[src/rtl/cpu_dbg_pkg.sv]
// Shared encodings for the cpu debug run controller: command opcodes and run states.
package cpu_dbg_pkg;

  typedef enum logic [1:0] {
    OP_HALT  = 2'd0,
    OP_RUN   = 2'd1,
    OP_STEP  = 2'd2,
    OP_RUN_N = 2'd3
  } cmd_op_e;

  typedef enum logic [1:0] {
    ST_HALTED = 2'd0,
    ST_RUN    = 2'd1,
    ST_COUNT  = 2'd2
  } run_state_e;

endpackage

[src/rtl/bp_match_unit.sv]
// Parallel PC breakpoint comparators; purely combinational.
module bp_match_unit #(
  parameter int unsigned PC_W   = 32,
  parameter int unsigned NUM_BP = 2
) (
  input  logic [PC_W-1:0]        pc,
  input  logic [NUM_BP*PC_W-1:0] bp_addr,
  input  logic [NUM_BP-1:0]      bp_en,
  output logic [NUM_BP-1:0]      bp_match
);

  always_comb begin
    bp_match = '0;
    for (int i = 0; i < NUM_BP; i++) begin
      bp_match[i] = bp_en[i] && (pc == bp_addr[i*PC_W +: PC_W]);
    end
  end

endmodule

[src/rtl/cpu_run_ctrl.sv]
// Run/step controller producing the cpu clock-enable, with PC breakpoints,
// bounded runs and a saturating enabled-cycle counter.
module cpu_run_ctrl
  import cpu_dbg_pkg::*;
#(
  parameter int unsigned PC_W   = 32,
  parameter int unsigned CNT_W  = 32,
  parameter int unsigned NUM_BP = 2
) (
  input  logic                   clk,
  input  logic                   rst,
  input  logic                   cmd_valid,
  input  logic [1:0]             cmd_op,
  input  logic [CNT_W-1:0]       cmd_n,
  input  logic [PC_W-1:0]        pc,
  input  logic [NUM_BP*PC_W-1:0] bp_addr,
  input  logic [NUM_BP-1:0]      bp_en,
  output logic                   cpu_ce,
  output logic                   cmd_ready,
  output logic [1:0]             run_state,
  output logic                   done,
  output logic [NUM_BP-1:0]      bp_hit,
  output logic [CNT_W-1:0]       cycle_cnt
);

  run_state_e        state_q;
  logic [CNT_W-1:0]  remaining_q;
  logic              bp_mask_q;
  logic [CNT_W-1:0]  cycle_cnt_q;
  logic [NUM_BP-1:0] bp_hit_q;
  logic              done_q;

  logic [NUM_BP-1:0] bp_match;
  logic              running;
  logic              brk;
  cmd_op_e           op;

  bp_match_unit #(
    .PC_W   (PC_W),
    .NUM_BP (NUM_BP)
  ) u_bp_match (
    .pc       (pc),
    .bp_addr  (bp_addr),
    .bp_en    (bp_en),
    .bp_match (bp_match)
  );

  assign op      = cmd_op_e'(cmd_op);
  assign running = (state_q != ST_HALTED);
  // The mask lets a resumed run execute the instruction it is parked on.
  assign brk     = running && (|bp_match) && !bp_mask_q;
  assign cpu_ce  = running && !brk;

  always_ff @(posedge clk or negedge rst) begin
    if (!rst) begin
      state_q     <= ST_HALTED;
      remaining_q <= '0;
      bp_mask_q   <= 1'b0;
      cycle_cnt_q <= '0;
      bp_hit_q    <= '0;
      done_q      <= 1'b0;
    end else begin
      done_q <= 1'b0;
      if (cpu_ce && (cycle_cnt_q != {CNT_W{1'b1}})) begin
        cycle_cnt_q <= cycle_cnt_q + CNT_W'(1);
      end
      if (running) begin
        bp_mask_q <= 1'b0;
      end

      // A command always overrides a coincident breakpoint or count expiry.
      if (cmd_valid) begin
        unique case (op)
          OP_HALT: begin
            state_q <= ST_HALTED;
            if (brk) begin
              bp_hit_q <= bp_hit_q | bp_match;
            end
          end
          OP_RUN: begin
            state_q   <= ST_RUN;
            bp_mask_q <= 1'b1;
            bp_hit_q  <= '0;
          end
          OP_STEP: begin
            state_q     <= ST_COUNT;
            remaining_q <= CNT_W'(1);
            bp_mask_q   <= 1'b1;
            bp_hit_q    <= '0;
          end
          OP_RUN_N: begin
            bp_hit_q <= '0;
            if (cmd_n == '0) begin
              state_q <= ST_HALTED;
              done_q  <= 1'b1;
            end else begin
              state_q     <= ST_COUNT;
              remaining_q <= cmd_n;
              bp_mask_q   <= 1'b1;
            end
          end
        endcase
      end else if (brk) begin
        state_q  <= ST_HALTED;
        bp_hit_q <= bp_hit_q | bp_match;
        done_q   <= 1'b1;
      end else if ((state_q == ST_COUNT) && cpu_ce) begin
        remaining_q <= remaining_q - CNT_W'(1);
        if (remaining_q == CNT_W'(1)) begin
          state_q <= ST_HALTED;
          done_q  <= 1'b1;
        end
      end
    end
  end

  assign cmd_ready = 1'b1;
  assign run_state = state_q;
  assign done      = done_q;
  assign bp_hit    = bp_hit_q;
  assign cycle_cnt = cycle_cnt_q;

endmodule

[config.mk]
export PLATFORM = sky130hd
export DESIGN_NAME = cpu_run_ctrl
export DESIGN_NICKNAME = d
export VERILOG_FILES = /design/src/rtl/cpu_dbg_pkg.sv /design/src/rtl/bp_match_unit.sv /design/src/rtl/cpu_run_ctrl.sv
export SDC_FILE = /design/constraint.sdc
export NUM_CORES = 1
export LEC_CHECK = 0
export ABC_AREA = 1
export CAP_MARGIN = 20
export CORE_ASPECT_RATIO = 1.1
export CORE_MARGIN = 5
export CORE_UTILIZATION = 45
export DETAILED_ROUTE_END_ITERATION = 10
export GPL_TIMING_DRIVEN = 0
export PLACE_DENSITY = 0.88
export SYNTH_ARGS = -nofsm -noshare
export SYNTH_HDL_FRONTEND = slang
export SYNTH_SLANG_ARGS = --single-unit
[constraint.sdc]
create_clock -name clk -period 1.61 [get_ports clk]
set_input_delay 0.322 -clock clk [delete_from_list [all_inputs] [get_ports clk]]
set_output_delay 0.322 -clock clk [all_outputs]
set_load 0.005 [all_outputs]
==> results.md, run 1 <==
| Result | Value |
|:---|:---|
| Placed inst area | 8370 um^2 |
| Placer Congestion | 0.974 |
| Clk root buf | sky130_fd_sc_hd__clkbuf_16 |
| Syn. warnings | 0 |
| Initial core utilization | 46.0% |
| Critical Path Fanout Max | 4 |
| Synthesized flop and latch total | 70 |
| Final Util | 73.5% |
| Static Leak | 5.68 nW |
| Switching Fraction | 43.0% |
| Pwr per Cell Area | 949 nW/um^2 |
| Global-route congestion overflow total | 0 |
| Post-route standard cell area excluding fillers | 10100 um^2 |
| Max frequency | 0.528 GHz |
| Violated checks | setup timing |
| Initial antenna violation count | 1 |
| Share of synthesized area occupied by flip-flops and latches | 27.6% |
| Ports | 174 |
| Count of final hold-check violations | 0 |
| Syn Std Cell Area | 6340 um^2 |
| Total area of sequential cells | 1790 um^2 |
| Area of the die | 16600 um^2 |
| Height of the die | 135 um |
| Total clock buffers created by CTS | 9 |
| Drt first-iter violations | 1166 |
| Category of the worst setup path launch point | flop |
| Endpoint kind of the worst setup timing path | flop |
| Clock-pin slew of the registers on the worst-case setup and hold paths | 0.07 ns |
| Count of unresolved DRC violations after routing | 0 |
| Number of different library cells in the post-synthesis netlist | 36 |
| # port buffers | 172 |
| Total global routing track utilization | 27.8% |
| Clock latency on the worst-skew pair | 0.35 ns |
| Compound-Gate Fraction of Synth Area | 4.26% |
| Via count of the first global-routing pass | 7690 |
| Portion of total power attributed to the clock network | 23.8% |
| Combined area of the multi-input logic cells | 4500 um^2 |
| Maximum level of the CTS H-tree | 3 |
| Post-synthesis share of cell area spent on and, or, nand and nor gates | 46.5% |
| RSZ-0062 raised after global routing | true |
| Class of the tightest hold or removal check | primary input to asynchronous set/reset pin |
| Number of vias after detailed routing | 8596 |
| Hold buffer count at CTS | 0 |
| Flip-flop cell with the highest count after synthesis | sky130_fd_sc_hd__dfrtp_1 |
| TritonCTS clock tree | done |
| Async set or reset register ratio after synthesis | 100% |
| Rows | 45 |
| Cells after Synth | 1072 |
| Setup slack of the critical path after layout | -0.282 ns |
| Fill count | 983 |
| Slew at the pin closest to its max-slew limit | 0.947 ns |
| Critical path class | flop to flop |
| Relative slew margins | 36.9% |
| Post-route minimum period | 1.89 ns |
| Largest vdd supply drop | 0.587 mV |
| Relative contribution of combinational cells to total power | 48.9% |
| Area grow syn2layout | 59.8% |
| Global-route wire length before repair | 36.8 mm |
| Share of cells above drive strength 1 | 26.5% |
| Fraction of synthesized cell area taken by the top area cell type | 27.6% |
| ANT nets after route | 0 |
| Pin count of the biggest net entering global routing | 71 |
| Max cap viols | 0 |
| Yosys top cell by area | sky130_fd_sc_hd__dfrtp_1 |
| Vias per std cell | 5.54 |
| Net switching component of the power | 0.00414 W |
| Final setup skew | 0.00991 ns |
| Flop pwr share | 27.2% |
| Net count, final | 1501 |
| Endpoint arrival time on the critical path | 2.17 ns |
| Pint | 0.00549 W |
| Buffers from clock root to sink, at most | 2 |
| # clock sinks | 70 |
| Post-synthesis net count | 1214 |
| X dimension of the die | 123 um |
| Half-perimeter wire length after detailed placement | 16.5 mm |
| Iteration count of the initial detailed-routing pass | 9 |
| Routed len/inst | 17.3 um |
| Share of synthesized cell area in full adder, half adder and majority cells | 1.38% |
| XOR/XNOR share of the synthesized area | 8.70% |
| Max-slew violation count | 0 |
| Library cell with the highest instance count after synthesis | sky130_fd_sc_hd__nand2_1 |
| Number of enable flip-flop cells after synthesis | 0 |
| Share of the clock period used by the worst path after layout | 118% |
| Required @ worst endpoint | 1.89 ns |
| Top cells by count, synth | sky130_fd_sc_hd__nand2_1, sky130_fd_sc_hd__inv_1, sky130_fd_sc_hd__nor2_1 |
| Floorplan core area | 13800 um^2 |
| Overall power | 0.00962 W |
| Post-Route WL | 26.8 mm |
| Ranking of synthesized cells by area | sky130_fd_sc_hd__dfrtp_1, sky130_fd_sc_hd__nand2_1, sky130_fd_sc_hd__inv_1 |
| Outcome | complete, but fails checks |
| Mux contribution to synthesized area | 0% |
| Number of setup violations in the final report | 69 |
| Mapped Avg Cell Area | 5.92 um^2 |
| Main combinational cell family by area after synthesis | simple AND/OR/NAND/NOR gates |
-- kinds of logic after synthesis --
family | count (synthesis)
compound gates | 50
xor+xnor | 63
fa+ha+maj | 7
buf+inv | 176
flops | 70
other cells | 1
simple gates | 705
-- sequential cells by signal, summed over array words and instances, names as in the netlist --
signal / flops
done: 1
remaining_q: 32
bp_hit: 2
bp_mask_q: 1
cycle_cnt: 32
run_state: 2
-- worst max-delay path: stages (launching register included) --
cell and delay [ns]:
sky130_fd_sc_hd__dfrtp_1 0.46, sky130_fd_sc_hd__nor2_1 0.20, sky130_fd_sc_hd__nand3_1 0.16, sky130_fd_sc_hd__nor2_1 0.18, sky130_fd_sc_hd__nand3_1 0.15, sky130_fd_sc_hd__xor2_1 0.24, sky130_fd_sc_hd__nand2_1 0.09, sky130_fd_sc_hd__o21ai_0 0.13
sky130_fd_sc_hd__nand2_1 0.12, sky130_fd_sc_hd__nand2_1 0.11
-- power groups by stage --
stage / registers, W / clock network (W) / logic [W]
finish: 0.00262 / 0.00229 / 0.00471
global route: 0.00265 / 0.00236 / 0.00509
CTS: 0.00251 / 0.00224 / 0.00368
detailed placement: 0.00249 / 0 / 0.00329
global placement: 0.00248 / 0 / 0.00321
floorplan: 0.00239 / 0 / 0.00224
-- per-layer routing --
layer	share of wire, %	up-vias	GRT usage (%)
li1	-	3892	-
met1	35	3863	33.1
met2	47	638	47.5
met3	10	203	5.95
met4	6.9	0	13.2
met5	0	-	0
-- final timing paths --
path | cells past startpoint | startpoint | to | slack (ns)
worst max-delay path | 9 | remaining_q[14] | remaining_q[17] | -0.28
worst min-delay path | 1 | rst | cycle_cnt[12] | 0.12
worst max register to register | 9 | remaining_q[14] | remaining_q[17] | -0.28
worst min register to register | 2 | cycle_cnt[7] | cycle_cnt[7] | 0.55
max in group asynchronous | 1 | rst | remaining_q[3] | 0.80
min in group clk | 5 | cmd_n[24] | remaining_q[24] | 0.33
-- metrics by stage --
step	setup WS, ns	instances	setup TNS [ns]	hold WS, ns
after detailed placement	-1.01	1432	-50.95	0.500
after global placement	-2.19	1432	-201.92	0.483
after CTS	-0.197	1506	-3.95	0.145
after global routing	-0.372	1553	-15.57	0.197
final	-0.282	1553	-11.18	0.118
after floorplan	-0.000935	1072	-0.00429	0.0264
-- repair_timing --
action | CTS | global route
buffers inserted | 54 | 42
resized for setup | 277 | 186
endpoints found under the setup margin | 100 | 81
pin swaps | 88 | 72
cloned | 4 | 4
-- layout make-up --
cell class / instances / share of cell area [%]
Clock inverter: 5 / 0.802
Clock buffer: 11 / 2.49
Buffer: 28 / 2.44
Tap cell: 188 / 2.32
Antenna cell: 1 / 0.0247
Timing Repair Buffer: 276 / 24.4
Sequential cell: 70 / 17.7
Multi-Input combinational cell: 826 / 44.4
Inverter: 148 / 5.49
-- cells in the final DEF, fill, tap and decap left out, types with 32 or more instances in the layout --
| cell | n |
|---|---|
| sky130_fd_sc_hd__dfrtp_1 | 38 |
| sky130_fd_sc_hd__buf_4 | 100 |
| sky130_fd_sc_hd__xnor2_1 | 33 |
| sky130_fd_sc_hd__nor2_1 | 86 |
| sky130_fd_sc_hd__inv_1 | 109 |
| sky130_fd_sc_hd__nand2_1 | 384 |
| sky130_fd_sc_hd__nand3_1 | 49 |
| sky130_fd_sc_hd__nand2_2 | 34 |
| sky130_fd_sc_hd__dfrtp_2 | 32 |
| sky130_fd_sc_hd__nand4_1 | 44 |
| sky130_fd_sc_hd__dlygate4sd2_1 | 86 |
| sky130_fd_sc_hd__dlymetal6s2s_1 | 34 |
| sky130_fd_sc_hd__inv_2 | 38 |
No activity file was read; power rests on OpenSTA's default activity.
==> run 2: changes to the inputs <==
--- a/config.mk
+++ b/config.mk
@@ -13,6 +13,7 @@
 export DETAILED_ROUTE_END_ITERATION = 10
 export GPL_TIMING_DRIVEN = 0
 export PLACE_DENSITY = 0.88
+export SKIP_CTS_REPAIR_TIMING = 1
 export SYNTH_ARGS = -nofsm -noshare
 export SYNTH_HDL_FRONTEND = slang
 export SYNTH_SLANG_ARGS = --single-unit
==> results.md, run 2 (synthesis gave the netlist of run 1 again) <==
| Result | Value |
|:---|:---|
| Outcome | complete, but fails checks |
| Violated checks | setup timing |
| Share of the clock period used by the worst path after layout | 124% |
| Area of the die | 16600 um^2 |
| Most common cell after layout, fill and taps aside | sky130_fd_sc_hd__nand2_1 |
| Iteration count of the initial detailed-routing pass | 9 |
| Commonest non-fill, non-tap cells in the layout | sky130_fd_sc_hd__nand2_1, sky130_fd_sc_hd__dlymetal6s2s_1, sky130_fd_sc_hd__inv_1 |
| Initial antenna violation count | 2 |
| Critical path class | primary input to primary output |
| Cell Chain, Critical Path | clkdlybuf4s50_1 > xnor2_1 > nand2_1 > nor2_2 > nand3_2 > nor2_4 > nor3_2 > buf_2 |
| Drt first-iter violations | 1075 |
| Overall power | 0.00928 W |
| Post-placement cell count | 1432 |
| Number of setup violations in the final report | 68 |
| Count of unresolved DRC violations after routing | 0 |
| Number of vias after detailed routing | 8481 |
| Class of the tightest hold or removal check | primary input to asynchronous set/reset pin |
| Reg-to-reg critical path startpoint | run_state[1] |
| ANT nets after route | 0 |
| Count of final hold-check violations | 0 |
| Endpoint kind of the worst setup timing path | primary output |
| Critical Path Fanout Max | 3 |
| Required @ worst endpoint | 1.29 ns |
| Buffers from clock root to sink, at most | 2 |
| Ports | 174 |
| Max-slew violation count | 0 |
| Max cap viols | 0 |
| Gate family responsible for the most delay along the worst path | buffers and inverters |
| Global-route congestion overflow total | 0 |
| X dimension of the die | 123 um |
| Endpoint arrival time on the critical path | 1.68 ns |
| Height of the die | 135 um |
| Buf/Inv on CP | 2 |
| Vias per std cell | 5.50 |
| Post-route minimum period | 2.00 ns |
| Max frequency | 0.499 GHz |
| Total clock buffers created by CTS | 9 |
| Clk root buf | sky130_fd_sc_hd__clkbuf_16 |
| Net count, final | 1489 |
| Placer Congestion | 0.974 |
| Relative slew margins | 38.9% |
| Setup slack of the critical path after layout | -0.392 ns |
| Fill count | 885 |
| # clock sinks | 70 |
| Largest vdd supply drop | 0.597 mV |
| Floorplan core area | 13800 um^2 |
| Start point of the critical path | bp_addr[44] |
| Static Leak | 6.43 nW |
| Routed len/inst | 17.1 um |
| Rows | 45 |
| Slew at the pin closest to its max-slew limit | 0.916 ns |
| Share of cells above drive strength 1 | 27.4% |
| Maximum level of the CTS H-tree | 3 |
| Crit path max-delay cell type | sky130_fd_sc_hd__clkdlybuf4s50_1 |
| Pwr per Cell Area | 885 nW/um^2 |
| Final setup skew | 0.0103 ns |
| # port buffers | 172 |
| RSZ-0062 raised after global routing | true |
| Half-perimeter wire length after detailed placement | 16.5 mm |
| Category of the worst setup path launch point | primary input |
| Area grow syn2layout | 65.2% |
| Non-filler cells in the finished layout | 1542 |
| Initial core utilization | 46.0% |
| Clock-pin slew of the registers on the worst-case setup and hold paths | 0.06 ns |
| Pin count of the biggest net entering global routing | 71 |
| TritonCTS clock tree | done |
| Slowest Stage Delay on Critical Path | 0.50 ns |
| Global-route wire length before repair | 32.8 mm |
| Clock latency on the worst-skew pair | 0.34 ns |
| Total global routing track utilization | 24.8% |
| Post-Route WL | 26.4 mm |
| Via count of the first global-routing pass | 6941 |
## run 2: cell types whose count changed in the layout (fill, tap and decap cells not counted), sizes merged, moves of 12 or more
cell           change
clkdlybuf4s15     -17
dlymetal6s2s      +98
buf               -13
clkbuf            -12
clkdlybuf4s50     +18
dlygate4sd2       -86
## run 2: stage by stage
stage | hold slack (ns) | area (um^2) | setup WS (ns) | utilization [%] | TNS (ns)
global route | 0.194 | 10500 | -0.457 | 76.0 | -25.04
CTS | 0.146 | 8700 | -1.01 | 63.1 | -28.52
global placement | 0.483 | 8370 | -2.19 | 60.7 | -201.92
detailed placement | 0.500 | 8370 | -1.01 | 60.7 | -50.95
finish | 0.109 | 10500 | -0.392 | 76.0 | -21.12
floorplan | 0.0264 | 6410 | -0.000935 | - | -0.00429
## run 2: area by class of cell
type,count,area (um^2),area share [%]
clock inverter,5,81.3,0.776
buffer,28,236,2.26
antenna,2,5.00,0.0478
inverter,148,562,5.36
multi-input combinational,826,4500,43.0
sequential,70,1800,17.1
timing repair buffer,264,2810,26.8
clock buffer,11,253,2.41
tap,188,235,2.24
## run 2: path summary, 6_finish.rpt
check | end | slack (ns) | depth (start not counted)
min reg2reg | bp_hit[1] | 0.52 | 2
max | cpu_ce | -0.39 | 8
min in group clk | remaining_q[24] | 0.36 | 5
max in group asynchronous | cycle_cnt[1] | 0.84 | 1
min | cycle_cnt[11] | 0.11 | 1
max reg2reg | remaining_q[16] | -0.39 | 13
## run 2: layer usage
| metal | GRT usage, % | vias up | share of wire (%) |
|---|---|---|---|
| li1 | - | 3863 | - |
| met1 | 30.7 | 3911 | 37 |
| met2 | 42.1 | 556 | 50 |
| met3 | 5.15 | 151 | 8.6 |
| met4 | 9.35 | 0 | 5.3 |
| met5 | 0 | - | 0 |
## run 2: report_power, final
part	total, W	switching, W	internal (W)
logic	0.00444	0.00259	0.00185
clock network	0.00227	0.000828	0.00144
registers	0.00256	0.000483	0.00208
total	0.00928	0.00390	0.00538
## run 2: worst register-to-register path: stages (launching register included)
cell                        delay, ns
sky130_fd_sc_hd__dfrtp_2         0.41
sky130_fd_sc_hd__nor2_4          0.06
sky130_fd_sc_hd__nor2_2          0.14
sky130_fd_sc_hd__nand2_1         0.09
sky130_fd_sc_hd__nor2_2          0.15
sky130_fd_sc_hd__buf_4           0.14
sky130_fd_sc_hd__inv_2           0.04
sky130_fd_sc_hd__nor2_4          0.07
sky130_fd_sc_hd__nand3_2         0.12
sky130_fd_sc_hd__nand3_4         0.19
sky130_fd_sc_hd__nand2_8         0.13
sky130_fd_sc_hd__clkbuf_16       0.21
sky130_fd_sc_hd__nand2_2         0.07
sky130_fd_sc_hd__nand2_1         0.07
